==> config.mk <==
export PLATFORM = sky130hd
export DESIGN_NAME = key_debounce_decode_flat
export DESIGN_NICKNAME = d
export VERILOG_FILES = /design/src/rtl/keypad_pkg.sv /design/src/rtl/key_debounce_decode_if.sv /design/src/rtl/kp_frame_collector.sv /design/src/rtl/key_debounce_decode.sv /design/src/flat_wrapper.sv
export SDC_FILE = /design/constraint.sdc
export NUM_CORES = 1
export LEC_CHECK = 0
export BUFFER_PORTS_ARGS = -buffer_cell sky130_fd_sc_hd__buf_2
export CORE_MARGIN = 2
export CORE_UTILIZATION = 45
export CTS_BUF_LIST = sky130_fd_sc_hd__clkbuf_8 sky130_fd_sc_hd__clkbuf_16
export DETAILED_ROUTE_END_ITERATION = 6
export GPL_ROUTABILITY_DRIVEN = 0
export PLACE_DENSITY = 0.72
export SETUP_SLACK_MARGIN = 0.02
export SKIP_LAST_GASP = 1
export SLEW_MARGIN = 20
export SYNTH_ARGS = -nofsm -noshare
export SYNTH_HDL_FRONTEND = slang
export SYNTH_SLANG_ARGS = --single-unit
==> constraint.sdc <==
create_clock -name clk -period 2.6 [get_ports clk]
set_input_delay 0.13 -clock clk [delete_from_list [all_inputs] [get_ports clk]]
set_output_delay 0.13 -clock clk [all_outputs]
set_load 0.005 [all_outputs]
==> src/rtl/keypad_pkg.sv <==
// Shared types and the key legend for the keypad debounce/decode path.
// Index convention everywhere: {row_idx, col_idx}, where index 0 is the top row / left column.
package keypad_pkg;

  typedef enum logic [1:0] {
    NONE,
    SINGLE,
    INVALID
  } frame_kind_e;

  typedef enum logic [1:0] {
    IDLE,
    DEBOUNCE,
    HELD,
    RELEASE
  } kd_state_e;

  // Rows top to bottom: 1 2 3 A / 4 5 6 B / 7 8 9 C / E 0 F D
  localparam logic [3:0] KEY_LUT [16] = '{
    4'h1, 4'h2, 4'h3, 4'hA,
    4'h4, 4'h5, 4'h6, 4'hB,
    4'h7, 4'h8, 4'h9, 4'hC,
    4'hE, 4'h0, 4'hF, 4'hD
  };

  // Bit 3 is position 0; the caller guarantees v is one-hot.
  function automatic logic [1:0] onehot_to_idx(input logic [3:0] v);
    case (v)
      4'b1000: return 2'd0;
      4'b0100: return 2'd1;
      4'b0010: return 2'd2;
      default: return 2'd3;
    endcase
  endfunction

endpackage

==> src/rtl/key_debounce_decode_if.sv <==
// Decoded-key channel from the debouncer to the display/entry logic.
// valid/ready: the master raises key_valid with key_code and holds both steady until a
// cycle where key_valid & key_ready are high; that cycle is the transfer.
interface key_debounce_decode_if;
  logic [3:0] key_code;
  logic       key_valid;
  logic       key_ready;

  modport master (output key_code, output key_valid, input key_ready);
  modport slave  (input key_code, input key_valid, output key_ready);
endinterface

==> src/rtl/kp_frame_collector.sv <==
// Reduces each 4-cycle scan frame (ending on column 4'b0001) to NONE / SINGLE(idx) / INVALID,
// presented one cycle after the frame-end cycle together with a frame_done strobe.
module kp_frame_collector
  import keypad_pkg::*;
(
  input  logic        clk,
  input  logic        reset,
  input  logic [7:0]  rcbits,
  output logic        frame_done,
  output frame_kind_e frame_kind,
  output logic [3:0]  frame_idx
);

  logic [3:0] row;
  logic [3:0] col;
  logic       frame_end;
  logic [1:0] hits_q, hits_d;
  logic [3:0] idx_q, idx_d;
  logic       bad_q, bad_d;
  logic       synced_q;

  assign row       = rcbits[7:4];
  assign col       = rcbits[3:0];
  assign frame_end = (col == 4'b0001);

  // Accumulator including the current cycle, so the frame-end cycle counts.
  always_comb begin
    hits_d = hits_q;
    idx_d  = idx_q;
    bad_d  = bad_q | ~$onehot(col);
    if ($countones(row) > 1) begin
      hits_d = 2'd2;
    end else if ($countones(row) == 1) begin
      idx_d  = {onehot_to_idx(row), onehot_to_idx(col)};
      hits_d = (hits_q == 2'd0) ? 2'd1 : 2'd2;
    end
  end

  always_ff @(posedge clk) begin
    if (reset) begin
      hits_q     <= 2'd0;
      idx_q      <= 4'd0;
      bad_q      <= 1'b0;
      synced_q   <= 1'b0;
      frame_done <= 1'b0;
      frame_kind <= NONE;
      frame_idx  <= 4'd0;
    end else begin
      frame_done <= frame_end;
      if (frame_end) begin
        hits_q    <= 2'd0;
        idx_q     <= 4'd0;
        bad_q     <= 1'b0;
        synced_q  <= 1'b1;
        frame_idx <= idx_d;
        // The first frame after reset may have started before reset released.
        if (!synced_q || bad_d || hits_d == 2'd2) frame_kind <= INVALID;
        else if (hits_d == 2'd1)                  frame_kind <= SINGLE;
        else                                      frame_kind <= NONE;
      end else begin
        hits_q <= hits_d;
        idx_q  <= idx_d;
        bad_q  <= bad_d;
      end
    end
  end

endmodule

==> src/rtl/key_debounce_decode.sv <==
// Debounces per-frame keypad results, decodes the accepted key to a hex digit and offers it on
// a valid/ready channel; a new press while a key is still pending raises a one-cycle overrun.
module key_debounce_decode
  import keypad_pkg::*;
#(
  parameter int DEBOUNCE_FRAMES = 4,
  parameter int RELEASE_FRAMES  = 4
) (
  input  logic                         clk,
  input  logic                         reset,
  input  logic [7:0]                   rcbits,
  key_debounce_decode_if.master        key_if,
  output logic                         key_held,
  output logic                         overrun,
  output kd_state_e                    state_dbg
);

  localparam int CW = $clog2(DEBOUNCE_FRAMES + 1);
  localparam int RW = $clog2(RELEASE_FRAMES + 1);

  logic        frame_done;
  frame_kind_e frame_kind;
  logic [3:0]  frame_idx;

  kd_state_e     state_q, state_d;
  logic [CW-1:0] cnt_q, cnt_d;
  logic [RW-1:0] rcnt_q, rcnt_d;
  logic [3:0]    cand_q, cand_d;
  logic [3:0]    code_q, code_d;
  logic          valid_q, valid_d;
  logic          overrun_q, overrun_d;
  logic          accept;
  logic          handshake;

  kp_frame_collector u_collector (
    .clk        (clk),
    .reset      (reset),
    .rcbits     (rcbits),
    .frame_done (frame_done),
    .frame_kind (frame_kind),
    .frame_idx  (frame_idx)
  );

  always_comb begin
    state_d = state_q;
    cnt_d   = cnt_q;
    rcnt_d  = rcnt_q;
    cand_d  = cand_q;
    accept  = 1'b0;
    if (frame_done) begin
      case (state_q)
        IDLE: begin
          if (frame_kind == SINGLE) begin
            cand_d = frame_idx;
            if (DEBOUNCE_FRAMES == 1) begin
              accept  = 1'b1;
              state_d = HELD;
              cnt_d   = '0;
            end else begin
              state_d = DEBOUNCE;
              cnt_d   = CW'(1);
            end
          end
        end
        DEBOUNCE: begin
          if (frame_kind == SINGLE && frame_idx == cand_q) begin
            if (int'(cnt_q) + 1 >= DEBOUNCE_FRAMES) begin
              accept  = 1'b1;
              state_d = HELD;
              cnt_d   = '0;
            end else begin
              cnt_d = cnt_q + 1'b1;
            end
          end else if (frame_kind == SINGLE) begin
            cand_d = frame_idx;
            cnt_d  = CW'(1);
          end else begin
            state_d = IDLE;
            cnt_d   = '0;
          end
        end
        HELD: begin
          // No rollover: any non-empty frame keeps the current key held.
          if (frame_kind == NONE) begin
            if (RELEASE_FRAMES == 1) begin
              state_d = IDLE;
            end else begin
              state_d = RELEASE;
              rcnt_d  = RW'(1);
            end
          end
        end
        RELEASE: begin
          if (frame_kind == NONE) begin
            if (int'(rcnt_q) + 1 >= RELEASE_FRAMES) begin
              state_d = IDLE;
              rcnt_d  = '0;
            end else begin
              rcnt_d = rcnt_q + 1'b1;
            end
          end else begin
            state_d = HELD;
            rcnt_d  = '0;
          end
        end
        default: state_d = IDLE;
      endcase
    end
  end

  // A transfer in the same cycle as an accept frees the slot before the new key loads.
  always_comb begin
    handshake = valid_q & key_if.key_ready;
    code_d    = code_q;
    valid_d   = valid_q & ~handshake;
    overrun_d = 1'b0;
    if (accept) begin
      if (valid_d) begin
        overrun_d = 1'b1;
      end else begin
        code_d  = KEY_LUT[cand_d];
        valid_d = 1'b1;
      end
    end
  end

  always_ff @(posedge clk) begin
    if (reset) begin
      state_q   <= IDLE;
      cnt_q     <= '0;
      rcnt_q    <= '0;
      cand_q    <= 4'd0;
      code_q    <= 4'd0;
      valid_q   <= 1'b0;
      overrun_q <= 1'b0;
    end else begin
      state_q   <= state_d;
      cnt_q     <= cnt_d;
      rcnt_q    <= rcnt_d;
      cand_q    <= cand_d;
      code_q    <= code_d;
      valid_q   <= valid_d;
      overrun_q <= overrun_d;
    end
  end

  assign key_if.key_code  = code_q;
  assign key_if.key_valid = valid_q;
  assign key_held         = (state_q == HELD) || (state_q == RELEASE);
  assign overrun          = overrun_q;
  assign state_dbg        = state_q;

endmodule

==> src/flat_wrapper.sv <==
// flat-port wrapper written by rule: the top's interface ports become plain ports
module key_debounce_decode_flat import keypad_pkg::*;
#(
  parameter int DEBOUNCE_FRAMES = 4,
  parameter int RELEASE_FRAMES  = 4
)
  (clk, reset, rcbits, key_held, overrun, state_dbg, key_if_key_code, key_if_key_valid, key_if_key_ready);
  key_debounce_decode_if key_if_i ();
  input  logic clk;
  input  logic reset;
  input  logic [7:0] rcbits;
  output logic key_held;
  output logic overrun;
  output kd_state_e state_dbg;
  output wire logic [$bits(key_if_i.key_code)-1:0] key_if_key_code;
  output wire logic [$bits(key_if_i.key_valid)-1:0] key_if_key_valid;
  input wire logic [$bits(key_if_i.key_ready)-1:0] key_if_key_ready;
  assign key_if_key_code = key_if_i.key_code;
  assign key_if_key_valid = key_if_i.key_valid;
  assign key_if_i.key_ready = key_if_key_ready;
  key_debounce_decode #(.DEBOUNCE_FRAMES(DEBOUNCE_FRAMES), .RELEASE_FRAMES(RELEASE_FRAMES)) u_core (.clk(clk), .reset(reset), .rcbits(rcbits), .key_if(key_if_i), .key_held(key_held), .overrun(overrun), .state_dbg(state_dbg));
endmodule
---- Word level (Yosys, flattened, before mapping) ----
Memory sizes are Yosys's and may differ from the RTL's. A register that Yosys moved wholly into a read port is not among the register bits.
Cells that the tools add are included.
cells by class
  add/subtract/negate cells ............... 10
  multipliers ............................. 0
  div/mod/pow operators ................... 0
  $lt $le $gt $ge ......................... 3
  eq/ne operators ......................... 21
  shift operators ......................... 0
  muxes and demuxes ....................... 36
  bitwise operators ....................... 8
  reduce and logical (&&, ||, !) cells .... 16
operators by type and width
  operator             number
  $ge 32x4->1 const B  2
  $gt 32x2->1 const B  1
  $mux 2               11
  $mux 4               5
  $mux 3               6
  $pmux 2 s3           2
  $pmux 3 s2           2
  $add 1x1->2          4
  $add 3x1->4 const B  2
  $eq 4x2->1 const B   2
  $eq 4x3->1 const B   2
  $eq 4x4->1 const B   2
  $mux 1               8
  $pmux 2 s4           1
  $pmux 4 s2           1
  $add 2x2->3          2
  $add 3x1->3 const B  2
  $eq 2x1->1 const B   3
  $eq 2x2->1 const B   3
  $eq 3x1->1 const B   2
  $logic_not 2->1      3
  $ne 3x3->1 const B   2
  $reduce_and 3->1     2
  $reduce_and 6->1     1
  14 further kinds     23
word-level totals
  flip-flop bits (word level) ............. 29
  bits in latches ......................... 0
  memory bits (writable) .................. 0
  bits in read-only memories .............. 64
  memories ................................ 1
memories
  memory            depth  width  rd ports  clocked after memory_dff  wr ports  line                        RTL
  (name not given)  16     4      1         1                         0         key_debounce_decode.sv:121  code_d = KEY_LUT[cand_d];

---- Logic depth before layout (Yosys ltp) ----
  word-level depth ........................ 8
  depth in mapped cells ................... 11

---- Hierarchy ----
A second synthesis with hierarchy kept.
unflattened totals
  cell total of the unflattened synthesis .. 218
  area total of the unflattened synthesis .. 1,981.9 um^2
modules (own cells, without submodules)
  module               instances  cells an instance  area an instance (um^2)
  key_debounce_decode  1          132                1,104.8
  kp_frame_collector   1          86                 877.1

---- Least setup slack after synthesis ----
Ideal clock, no wire load.
  kind .................................... register to register
  start point ............................. reg u_core.u_collector.frame_kind[0]
  end point ............................... reg u_core.code_q[2], in the netlist u_core.key_if.key_code[2]
  setup time .............................. 132 ps
  arrival ................................. 2,023 ps
  data required time ...................... 2,468 ps
  slack ................................... 445 ps
  stages on the path, launching flop included .. 9
  path buffers ............................ 1
  period minus slack after synthesis ...... 2,155 ps
  cell sequence ........................... dfxtp_1 -> and4bb_1 -> buf_6 -> mux2i_1 -> inv_1 -> ha_1 -> nand2b_1 -> a311oi_1 -> nor3_1
on the way
  cells in the longest elaborated chain, start to end .. 6
RTL lines
  what                                         line                                                                             RTL
  start, declared                              kp_frame_collector.sv:10                                                         output frame_kind_e frame_kind,
  start signal, assigned                       kp_frame_collector.sv:46                                                         frame_kind <= NONE;
  start signal, assigned                       kp_frame_collector.sv:57                                                         if (!synced_q || bad_d || hits_d == 2'd2) frame_kind <= INVALID;
  start signal, assigned                       kp_frame_collector.sv:58                                                         else if (hits_d == 2'd1) frame_kind <= SINGLE;
  $eq 2x1->1 (*)                               key_debounce_decode.sv:53, key_debounce_decode.sv:66, key_debounce_decode.sv:74
  $mux 4 or $logic_and 1x1->1 (tied branches)  key_debounce_decode.sv:53, key_debounce_decode.sv:74, key_debounce_decode.sv:66
  $mux 4                                       key_debounce_decode.sv:66                                                        if (frame_kind == SINGLE && frame_idx == cand_q) begin
  $pmux 4 s2 (*)                               key_debounce_decode.sv:51                                                        case (state_q)
  $mux 4 (*)                                   key_debounce_decode.sv:50                                                        if (frame_done) begin
  net u_core.cand_d[0]                         key_debounce_decode.sv:28                                                        logic [3:0] cand_q, cand_d;
  $not 4->5 (implied by the code) (*)          key_debounce_decode.sv:121
  end, declared                                key_debounce_decode.sv:29                                                        logic [3:0] code_q, code_d;
Mark *: on every way through the listed nets, which the timed path passes. The rest lies on a longest branch.
A chain may end at the register's enable or synchronous reset.

---- Final worst setup path ----
  start point ............................. reg u_core.u_collector.frame_kind[0]
  end point ............................... reg u_core.code_q[2], in the netlist u_core.key_if.key_code[2]
on the way
  cells in the longest elaborated chain, start to end .. 6
RTL lines
  what                                                                 line
  $eq 2x1->1 (*)                                                       key_debounce_decode.sv:53, key_debounce_decode.sv:66, key_debounce_decode.sv:74
  $mux 4 or $logic_and 1x1->1 (tied branches)                          key_debounce_decode.sv:53, key_debounce_decode.sv:74, key_debounce_decode.sv:66
  $mux 4 or $mux 1 (tied branches)                                     key_debounce_decode.sv:66
  $pmux 4 s2 or $mux 1 (tied branches)                                 key_debounce_decode.sv:51
  $mux 4 or $mux 1 (tied branches)                                     key_debounce_decode.sv:50
  $not 4->5 (implied by the code) or $reduce_and 2->1 (tied branches)  -
Every way passes the cells marked *; elsewhere a longest branch is shown, timed or not.

==> flow_summary_export.csv <==
group,metric,value,unit
outcome,outcome,"completed",
worst_setup_path,critPathArrivalTime,2.47,ns
min_path,hold_class,"input pin to flop",
worst_setup_path,crit_type,"flop to flop",
floorplanning,start_util,47.0,%
yosys,syn_nets,237,
yosys,synth_ff_type,"dfxtp_1",
floorplanning,die_h,68.6,um
power_and_ir_drop,ir_worst_vdd,0.286,mV
floorplanning,ios,20,
finish,area_delta_synth_final,14.2,%
place,portBuffers,19,
worst_setup_path,cp_max_fo,7,
sta,slew_viol_final,0,
clock_network,cts_tree,"built",
grt,antenna_found_initial,0,
clock_network,clk_latency,0.29,ns
sta,fin_crit,2.30,ns
detailed_routing,first_pass_iters,4,
clock_network,postCtsHoldBufs,0,
yosys,async_flop_share,0,%
yosys,synth_cells,207,
detailed_routing,drc,0,
grt,track_usage,17.0,%
finish,final_cell_mix,"dfxtp_1 (33), nor2_1 (23), inv_1 (20)",
grt,overflow,0,
finish,drive_gt1_share,18.2,%
yosys,post_synth_instance_area,1880,um2
floorplanning,die_area,4710,um2
sta,worst_pin_slew,0.570,ns
sta,post-route-period-util,88.6,%
detailed_routing,vias,1471,
finish,layout_commonest_cell,"dfxtp_1",
place,pre_cts_slack,0.281,ns
floorplanning,die_x,68.6,um
worst_setup_path,cp-start-kind,"flop",
sta,setup_viol,0,
clock_network,cts_resized,0,
power_and_ir_drop,leakage,0.000982,uW
clock_network,cts.sinks,33,
floorplanning,rows,23,
detailed_routing,drt-total-wl,3410,um
sta,hold_viol_final,0,
clock_network,cts_root_buf,"clkbuf_8",
clock_network,clk_pin_slew,0.07,ns
place,dpl.hpwl,2510,um
yosys,yosys_warnings,0,
grt,grt_pass1_vias,1418,
grt,grt_pass1_wl,5960,um
finish,register_area,661,um2
clock_network,htree_num_levels,2,
detailed_routing,drtIter0Drc,70,
finish,nNetsFinal,260,
floorplanning,coreArea,4000,um2
yosys,yosysUniqueCellTypes,48,
worst_setup_path,worstPathRequired,2.76,ns
sta,clock.fmax,434,MHz
clock_network,cts_setup_buffers,0,
worst_setup_path,reg2reg_slack,0.30,ns
finish,nFillCells,393,
run,maxCapViolCount,0,
clock_network,cts_buffer_depth,2,
detailed_routing,via_per_inst,5.23,
detailed_routing,wl_per_cell,12.1,um
finish,multi_input_area,1110,um2
sta,tns,0,ns
yosys,synth-edff-count,0,
finish,diodes,0,
power_and_ir_drop,power_density,536,nW/um2
clock_network,cts_buffers,5,
yosys,ys_seq_elements,33,
grt,grt_max_degree,23,
sta,skew,0.00167,ns
detailed_routing,drtAntennaViolNets,0,
yosys,yosysSeqAreaShare,35.1,%
sta,rsz0062_at_grt,"no",
worst_setup_path,endpoint_kind,"flop",
sta,setup_slack,0.295,ns
sta,slew_headroom,60.9,%
yosys,syn_area_per_cell,9.08,um2
[layer usage]
layer,routed length (um),vias to the layer above,track usage (%)
met5,0,-,0
met4,51,0,5.25
met3,121,6,5.84
met2,1570,16,28.4
met1,1660,688,20.6
li1,-,761,-
[worst max-delay path, stage by stage (launching register included)]
cell	delay, ns
dfxtp_1	0.44
and4bb_1	0.35
mux2i_1	0.55
ha_1	0.32
nand2b_1	0.13
a311oi_1	0.30
nor3_1	0.08
[cells by family after synthesis]
kind of cell	share of synthesized area [%]
buffers and inverters	5.59
and+or+nand+nor	21.7
AOI/OAI and AO/OA	14.6
xor gates and xnor gates	3.73
DFF	35.1
muxes	5.79
adders and majority gates	13.4
[metrics by stage]
| step | total power [uW] | utilization [%] | hold WS [ns] | cells | area, um2 |
|---|---|---|---|---|---|
| 2_1_floorplan | 634 | - | 0.345 | 207 | 1880 |
| 3_3_place_gp | 665 | 50.8 | 0.446 | 273 | 2030 |
| 3_5_place_dp | 668 | 50.8 | 0.443 | 273 | 2030 |
| 4_1_cts | 1160 | 53.7 | 0.162 | 281 | 2150 |
| 5_1_grt | 1210 | 53.7 | 0.198 | 281 | 2150 |
| 6_report | 1150 | 53.7 | 0.156 | 281 | 2150 |
[report_power, final]
part	switching, uW	internal, uW
clock network	187	308
logic	72.5	49.7
registers	10.1	523
[area by class of cell]
class	instances	area share (%)
clock buffers	6	3.85
clock inverters	2	1.57
inverters	20	3.50
multi-input cells	148	51.9
flip-flops and latches	33	30.8
well taps	50	2.91
repair buffers	22	5.48
[Yosys cell counts (2+ instances only)]
cell / count / share of area, %
dfxtp_1: 33 / 35
nor2_1: 23 / 4.6
inv_1: 19 / 3.8
ha_1: 17 / 11
a21oi_1: 13 / 3.5
nand2_1: 13 / 2.6
nor3_1: 8 / 2.1
xor2_1: 8 / 3.7
mux2i_1: 6 / 3.2
nand2b_1: 6 / 2.0
o21ai_0: 6 / 1.6
a211oi_1: 5 / 2.0
clkbuf_1: 5 / 1.0
nor2b_1: 4 / 1.3
nor3b_1: 4 / 1.6
a311oi_1: 2 / 0.93
fa_1: 2 / 2.1
nand3_1: 2 / 0.53
or2_2: 2 / 0.67
[sequential cells by signal (all words and copies together), names as in the netlist, 2 cells and up]
| signal | flops |
|---|---|
| u_core.state_dbg | 2 |
| u_core.cand_q | 4 |
| u_core.key_if.key_code | 4 |
| u_core.u_collector.hits_q | 2 |
| u_core.u_collector.idx_q | 4 |
| u_core.rcnt_q | 3 |
| u_core.u_collector.frame_kind | 2 |
| u_core.u_collector.frame_idx | 4 |
| u_core.cnt_q | 3 |
[worst paths after layout]
path	from	to	depth (start not counted)
hold reg to reg	u_core.key_if.key_code[3]	u_core.key_if.key_code[3]	2
setup reg to reg	u_core.u_collector.frame_kind[0]	u_core.key_if.key_code[2]	6
setup / recovery	u_core.u_collector.frame_kind[0]	u_core.key_if.key_code[2]	6
hold / removal	key_if_key_ready	u_core.overrun	3
Power figures use the tool's default switching activity.
